<file path="src/rtl/fft32_frame_loader.sv">
// Serial sign-magnitude sample stream -> ping-pong frame buffer -> packed parallel frame for fft32.
// Optional macro FRAME_SYNC_EN adds s_last framing with a sync_err pulse.
module fft32_frame_loader #(
    parameter int N       = 32,
    parameter int DW      = 24,
    parameter int FFT_LAT = 6
) (
    input  logic            clk,
    input  logic            rst_n,
    input  logic            s_valid,
    output logic            s_ready,
    input  logic [DW-1:0]   s_data,
`ifdef FRAME_SYNC_EN
    input  logic            s_last,
    output logic            sync_err,
`endif
    output logic [N*DW-1:0] frame_data,
    output logic            start,
    output logic [7:0]      frame_cnt
);
    localparam int IW = $clog2(N);
    localparam int HW = (FFT_LAT > 1) ? $clog2(FFT_LAT) : 1;

    typedef enum logic {WR_FILL, WR_FULL} wr_state_t;
    typedef enum logic {RD_IDLE, RD_HOLD} rd_state_t;

    wr_state_t     wr_state_q, wr_state_d;
    rd_state_t     rd_state_q, rd_state_d;
    logic [IW-1:0] widx_q, widx_d;
    logic [HW-1:0] hold_cnt_q, hold_cnt_d;
    logic          rd_bank_q, rd_bank_d;
    logic [7:0]    frame_cnt_q, frame_cnt_d;
    logic [DW-1:0] bank_q [2][N];
    logic [DW-1:0] bank_d [2][N];
    logic          xfer;
    logic          swap;
`ifdef FRAME_SYNC_EN
    logic          sync_err_q, sync_err_d;
`endif

    // Negative zero collapses to +0 so fft32 only ever sees one zero code.
    function automatic logic [DW-1:0] norm_zero(input logic [DW-1:0] x);
        return (x == {1'b1, {(DW-1){1'b0}}}) ? '0 : x;
    endfunction

    assign xfer = s_valid & s_ready;
    assign swap = (wr_state_q == WR_FULL) && (rd_state_q == RD_IDLE);

    always_comb begin
        wr_state_d  = wr_state_q;
        rd_state_d  = rd_state_q;
        widx_d      = widx_q;
        hold_cnt_d  = hold_cnt_q;
        rd_bank_d   = rd_bank_q;
        frame_cnt_d = frame_cnt_q;
        bank_d      = bank_q;
`ifdef FRAME_SYNC_EN
        sync_err_d  = 1'b0;
`endif
        // The write side always targets the bank not shown on frame_data.
        if (xfer) begin
            bank_d[~rd_bank_q][widx_q] = norm_zero(s_data);
            if (widx_q == IW'(N-1)) begin
                wr_state_d = WR_FULL;
                widx_d     = '0;
`ifdef FRAME_SYNC_EN
                sync_err_d = ~s_last;
`endif
            end
`ifdef FRAME_SYNC_EN
            else if (s_last) begin
                widx_d     = '0;
                sync_err_d = 1'b1;
            end
`endif
            else begin
                widx_d = widx_q + IW'(1);
            end
        end

        if (swap) begin
            rd_bank_d   = ~rd_bank_q;
            rd_state_d  = RD_HOLD;
            hold_cnt_d  = '0;
            frame_cnt_d = frame_cnt_q + 8'd1;
            wr_state_d  = WR_FILL;
        end else if (rd_state_q == RD_HOLD) begin
            if (hold_cnt_q == HW'(FFT_LAT-1)) begin
                rd_state_d = RD_IDLE;
            end else begin
                hold_cnt_d = hold_cnt_q + HW'(1);
            end
        end
    end

    always_ff @(posedge clk) begin
        if (rst_n) begin
            wr_state_q  <= WR_FILL;
            rd_state_q  <= RD_IDLE;
            widx_q      <= '0;
            hold_cnt_q  <= '0;
            rd_bank_q   <= 1'b0;
            frame_cnt_q <= '0;
            for (int b = 0; b < 2; b++) begin
                for (int k = 0; k < N; k++) begin
                    bank_q[b][k] <= '0;
                end
            end
`ifdef FRAME_SYNC_EN
            sync_err_q  <= 1'b0;
`endif
        end else begin
            wr_state_q  <= wr_state_d;
            rd_state_q  <= rd_state_d;
            widx_q      <= widx_d;
            hold_cnt_q  <= hold_cnt_d;
            rd_bank_q   <= rd_bank_d;
            frame_cnt_q <= frame_cnt_d;
            bank_q      <= bank_d;
`ifdef FRAME_SYNC_EN
            sync_err_q  <= sync_err_d;
`endif
        end
    end

    // Gated by rst_n so handshake and start drop in the very cycle reset is asserted.
    assign s_ready   = (wr_state_q == WR_FILL) & ~rst_n;
    assign start     = (rd_state_q == RD_HOLD) & ~rst_n;
    assign frame_cnt = frame_cnt_q;
`ifdef FRAME_SYNC_EN
    assign sync_err  = sync_err_q;
`endif

    for (genvar k = 0; k < N; k++) begin : g_frame
        assign frame_data[k*DW +: DW] = bank_q[rd_bank_q][k];
    end

endmodule

</file>
<file path="config.mk">
export PLATFORM = sky130hd
export DESIGN_NAME = fft32_frame_loader
export DESIGN_NICKNAME = d
export VERILOG_FILES = /design/src/rtl/fft32_frame_loader.sv
export SDC_FILE = /design/constraint.sdc
export NUM_CORES = 2
export LEC_CHECK = 0
export ABC_AREA = 1
export CORE_MARGIN = 1.5
export CORE_UTILIZATION = 60
export DETAILED_ROUTE_END_ITERATION = 16
export PLACE_DENSITY = 0.92
export SKIP_LAST_GASP = 1
export SLEW_MARGIN = 20
export SYNTH_ARGS = -nofsm -noshare
export SYNTH_HDL_FRONTEND = slang
export SYNTH_SLANG_ARGS = --single-unit
</file>
<file path="constraint.sdc">
create_clock -name clk -period 5.6 [get_ports clk]
set_input_delay 1.4 -clock clk [delete_from_list [all_inputs] [get_ports clk]]
set_output_delay 1.4 -clock clk [all_outputs]
set_load 0.05 [all_outputs]
</file>
Word level (Yosys, flattened, before mapping)
Cells that the tools add are included.
{ "op_classes": {"bitwise_logic": 11, "eq_ne": 3, "add_sub_neg": 3, "n_mux": 13, "reduce_logical": 6, "magnitude_cmp": 5} }
{ "ops": {"columns": ["op", "n"], "rows": [
  ["$mux 768", 4],
  ["$bwmux 1536", 1],
  ["$demux 768 s1", 1],
  ["$demux 24 s5", 1],
  ["$mux 24", 2],
  ["$eq 24x24->1 const B", 1],
  ["$add 8x1->8 const B", 1],
  ["$ge 6x6->1 const B", 1],
  ["$lt 6x1->1 const B", 1],
  ["$not 5->6", 1],
  ["$add 5x1->5 const B", 1],
  ["$eq 5x5->1 const B", 1],
  ["$mux 5", 1],
  ["$not 1->1", 5],
  ["$ge 2x2->1 const B", 2],
  ["$not 1->2", 2],
  ["$reduce_and 2->1", 2],
  ["$add 3x1->3 const B", 1],
  ["$and 1x1->1", 3],
  ["$eq 3x3->1 const B", 1],
  ["$logic_and 1x1->1", 3],
  ["$mux 1", 3],
  ["$lt 2x1->1 const B", 1],
  ["$reduce_or 2->1", 1]
]} }
{ "totals": {"out_inout_bits": 778, "inputBits": 27, "regBits": 1555, "word_cells": 111} }

Logic depth before layout (Yosys ltp)
{ "logic_depth": {"ltp_word": 8, "depth_mapped": 10, "mapped_depth_nobuf": 8} }

Worst setup path after synthesis
Ideal clock, no wire load.
{ "synth_path": {"path_type": "input -> output", "from": "in rst_n", "to": "out start", "path_stages": 3, "path_slack_ps": 1796, "path_buffers": 2, "arrival_ps": 2404, "required_time_ps": 4200, "path_cell_list": "buf_6 clkbuf_1 nor2_1"} }
{ "synth_via": {"elab_chain_cells": 2} }
{ "synth_lines": {"columns": ["item", "line", "rtl"], "rows": [
  ["from (decl)", "9", "input logic rst_n,"],
  ["$not 1->1", "128", "assign start = (rd_state_q == RD_HOLD) & ~rst_n;"],
  ["$and 1x1->1", "128", null],
  ["to (decl)", "18", "output logic start,"]
]} }
Every way passes these cells.

Worst setup path in the final report
{ "layout_path": {"from": "reg rd_bank_q", "to": "out frame_data[185]"} }
{ "layout_via": {"elab_chain_cells": 4} }
{ "layout_lines": {"columns": ["item", "line", "rtl"], "rows": [
  ["from (decl)", "31", "logic rd_bank_q, rd_bank_d;"],
  ["from (signal assigned)", "117", "rd_bank_q <= rd_bank_d;"],
  ["$not 1->2 (not written as such)", "135", "assign frame_data[k*DW +: DW] = bank_q[rd_bank_q][k];"],
  ["$mux 768 (3 in series)", null, null],
  ["to (decl)", "17", "output logic [N*DW-1:0] frame_data,"]
]} }
Every way passes these cells. The select of a mux whose other input is x is not followed.

==> metrics.txt <==
status=completed; Clock Path Buffers=3; critical path's slowest cell=clkdlybuf4s50_1; Syn Std Cell Area=0.0625 mm^2; synth top area cells=dfxtp_1 50%, nand2_1 18%, o21ai_0 9.1%, a21oi_1 7.9%, nor2_1 7.3%; overall routing resource usage=41.4%; DRC violation total after the first TritonRoute iteration=10,100; DR WL met2=roughly 100,000 um; Hold Slack=0.464 ns; I/O Buffers=804; Synth warnings=0; total core area=0.103 mm^2; first-pass GRT wire length=344,000 um; Post-DP HPWL=135,000 um; Hold Path Class=flop to flop; WP data arrival=3.67 ns; Logic pwr share=3.0%; min Tclk post-route=5.07 ns; vias in the first global route=59,500; Post-synth EDFFs=0; Met1 Wirelength=80,600 um; die area=roughly 0.11 mm^2; worst setup margin=0.530 ns; part of the cycle the worst path needs=90.5%; Cell Area, Placed=0.0698 mm^2; commonest cells in the netlist=3,037 x nand2_1, 1,555 x dfxtp_1, 1,217 x nor2_1, 1,132 x o21ai_0, 982 x a21oi_1; clock network fraction of total power=47.7%; sequential area share after synthesis=49.8%; cts hold-fix bufs=0; switching share of power=23.0%; ys flop type=dfxtp_1; worst hold path cell count=2; syn avg cell area=6.96 um^2; ANT nets after route=0; Total Neg Setup Slack=0 ns; DR top layer=met5; CP dominant cell by count=nand2_1; post_cts resized=0; RSZ-0062 raised after global routing=no; worst-margin pin slew=1.33 ns; vias per cell=6.00; H-tree depth=4; sequential power share=about half; Worst Skew=0.0343 ns; ratio of cells with drive above 1 in the final layout=4.86%; CP max stage delay=0.90 ns; drt first pass iters=7; Initial Utilization=60.5%; FMAX=about 0.2 GHz; Int Pwr=17.3 mW; fin. max-slew vios=0; post-CTS setup buffers=0; GRT overflow=0; fin area=0.0750 mm^2; area fraction of the dominant cell type after synthesis=49.8%; CTS Sinks=1,555; post-synthesis cell type count=30; fill count=between 7,000 and 8,000; row cnt=around 120; Buf+Inv Stages, Crit Path=3; CTS clk-pin slew, worst paths=0.06 ns; Max Cap Viol=0; critical path peak fanout=120; Die Wd=between 300 and 400 um; kind of critical path=flop to output port; met3 WL=30,300 um; total number of vias=~64,000; Layout area overhead=20.0%; Routed WL=231,000 um; Syn Inst Count=~9,000; WL per Instance=21.5 um; Synth area leader=dfxtp_1; kind of cell adding the most delay to the critical path=buffers and inverters; crit path launch type=flop; Worst EP required=between 4 and 5 ns; Boundary Pins=805; Power per Cell Area=300 mW/mm^2; dpl ws=1.07 ns; final core utilization=72.6%; ys async rst share=0%; GP Congestion=0.901; Post-Syn Nets=9,011; Crit. End Element=output port; Slew HR=11.4%; CTS tree=built; maximum VDD drop=0.240 mV; final hold viol count=0; clock latency on the worst-skew pair=0.80 ns; switching power=around 5.2 mW; critical path depth=5; most common cell in the synthesized netlist=nand2_1; critical-path cell list=inv_8 -> buf_4 -> nand2_1 -> nand2_1 -> clkdlybuf4s50_1; DRC=0; reg2reg path depth=7; endpoints failing setup=0; Die Ht=326 um; Root Buffer=clkbuf_16; synthesized flop and latch total=1,555; fin nets=9,279; setup slack, reg-to-reg=about 1.6 ns; pin count of the biggest net entering global routing=249; LEAKAGE=32.1 nW; cts bufs inserted=152; initial antenna violation count=5
## stage by stage
stage,power [mW],instances
floorplan,11.7,8976
global placement,12.0,10500
detailed placement,12.0,10500
CTS,22.4,10700
global route,22.9,10700
finish,22.5,10700
## registers in the layout, summed over array words and instances, names as in the netlist
register,cells
frame_cnt,8
hold_cnt_q,3
wr_state_q,1
bank_q,1536
rd_state_q,1
rd_bank_q,1
widx_q,5
## worst paths after layout
kind	end	startpoint
max	frame_data[185]	rd_bank_q$_SDFFE_PP0P_
min	bank_q[1456]$_SDFFE_PP0P_	bank_q[1456]$_SDFFE_PP0P_
max reg2reg	bank_q[1310]$_SDFFE_PP0P_	rd_bank_q$_SDFFE_PP0P_
min reg2reg	bank_q[1456]$_SDFFE_PP0P_	bank_q[1456]$_SDFFE_PP0P_
## tightest hold or removal path, cell delays in order (launching register included)
cell	delay [ns]
dfxtp_1	0.31
nand2_1	0.06
a21oi_1	0.05
## cells in the final DEF, fill, tap and decap left out, types with 12 or more instances in the layout
| master | instances |
|---|---|
| a21oi_1 | 982 |
| nand2_1 | 3036 |
| bufinv_16 | 12 |
| clkinv_2 | 19 |
| buf_2 | 21 |
| clkbuf_1 | 38 |
| clkbuf_8 | 32 |
| dfxtp_1 | 1554 |
| clkdlybuf4s50_1 | 780 |
| o21ai_1 | 77 |
| buf_4 | 70 |
| buf_12 | 19 |
| clkbuf_16 | 156 |
| inv_1 | 101 |
| o21ai_0 | 1131 |
| nor2_1 | 1189 |
| nor2_2 | 21 |
| inv_2 | 45 |
## layout make-up
class	instances	area, um^2	share of cell area (%)
Sequential cell	1555	31100	41.5
Tap cell	1380	1730	2.30
Inverter	150	583	0.777
Clock buffer	226	4490	5.98
Timing Repair Buffer	892	8860	11.8
Antenna cell	1	2.50	0.00334
Clock inverter	51	726	0.968
Multi-Input combinational cell	6493	27500	36.6
## logic make-up (layout without fill, tap and decap cells)
family	after synthesis	after routing	share of synthesized area [%]
simple gates	4291	4291	26.0
compound gates	2194	2194	17.6
flops	1555	1555	49.8
buf+inv	928	1319	6.40
fa+ha+maj	8	8	0.160
other cells	0	1	0
## power by group through the flow
| stage | clock network [mW] | logic [mW] | registers, mW |
|---|---|---|---|
| after CTS | 10.7 | 0.626 | 11.1 |
| after detailed placement | 0 | 0.624 | 11.3 |
| after global placement | 0 | 0.614 | 11.3 |
| final | 10.7 | 0.667 | 11.1 |
| after floorplan | 0 | 0.361 | 11.3 |
| after global routing | 11.1 | 0.671 | 11.1 |
## routing by layer
layer / vias up / global-route usage, %
met1: 29700 / 50.1
met2: 4537 / 61.7
met3: 1167 / 12.0
met5: - / 0
met4: 6 / 33.0
li1: 29000 / -
Note: power is estimated with default switching activity, not from simulation.
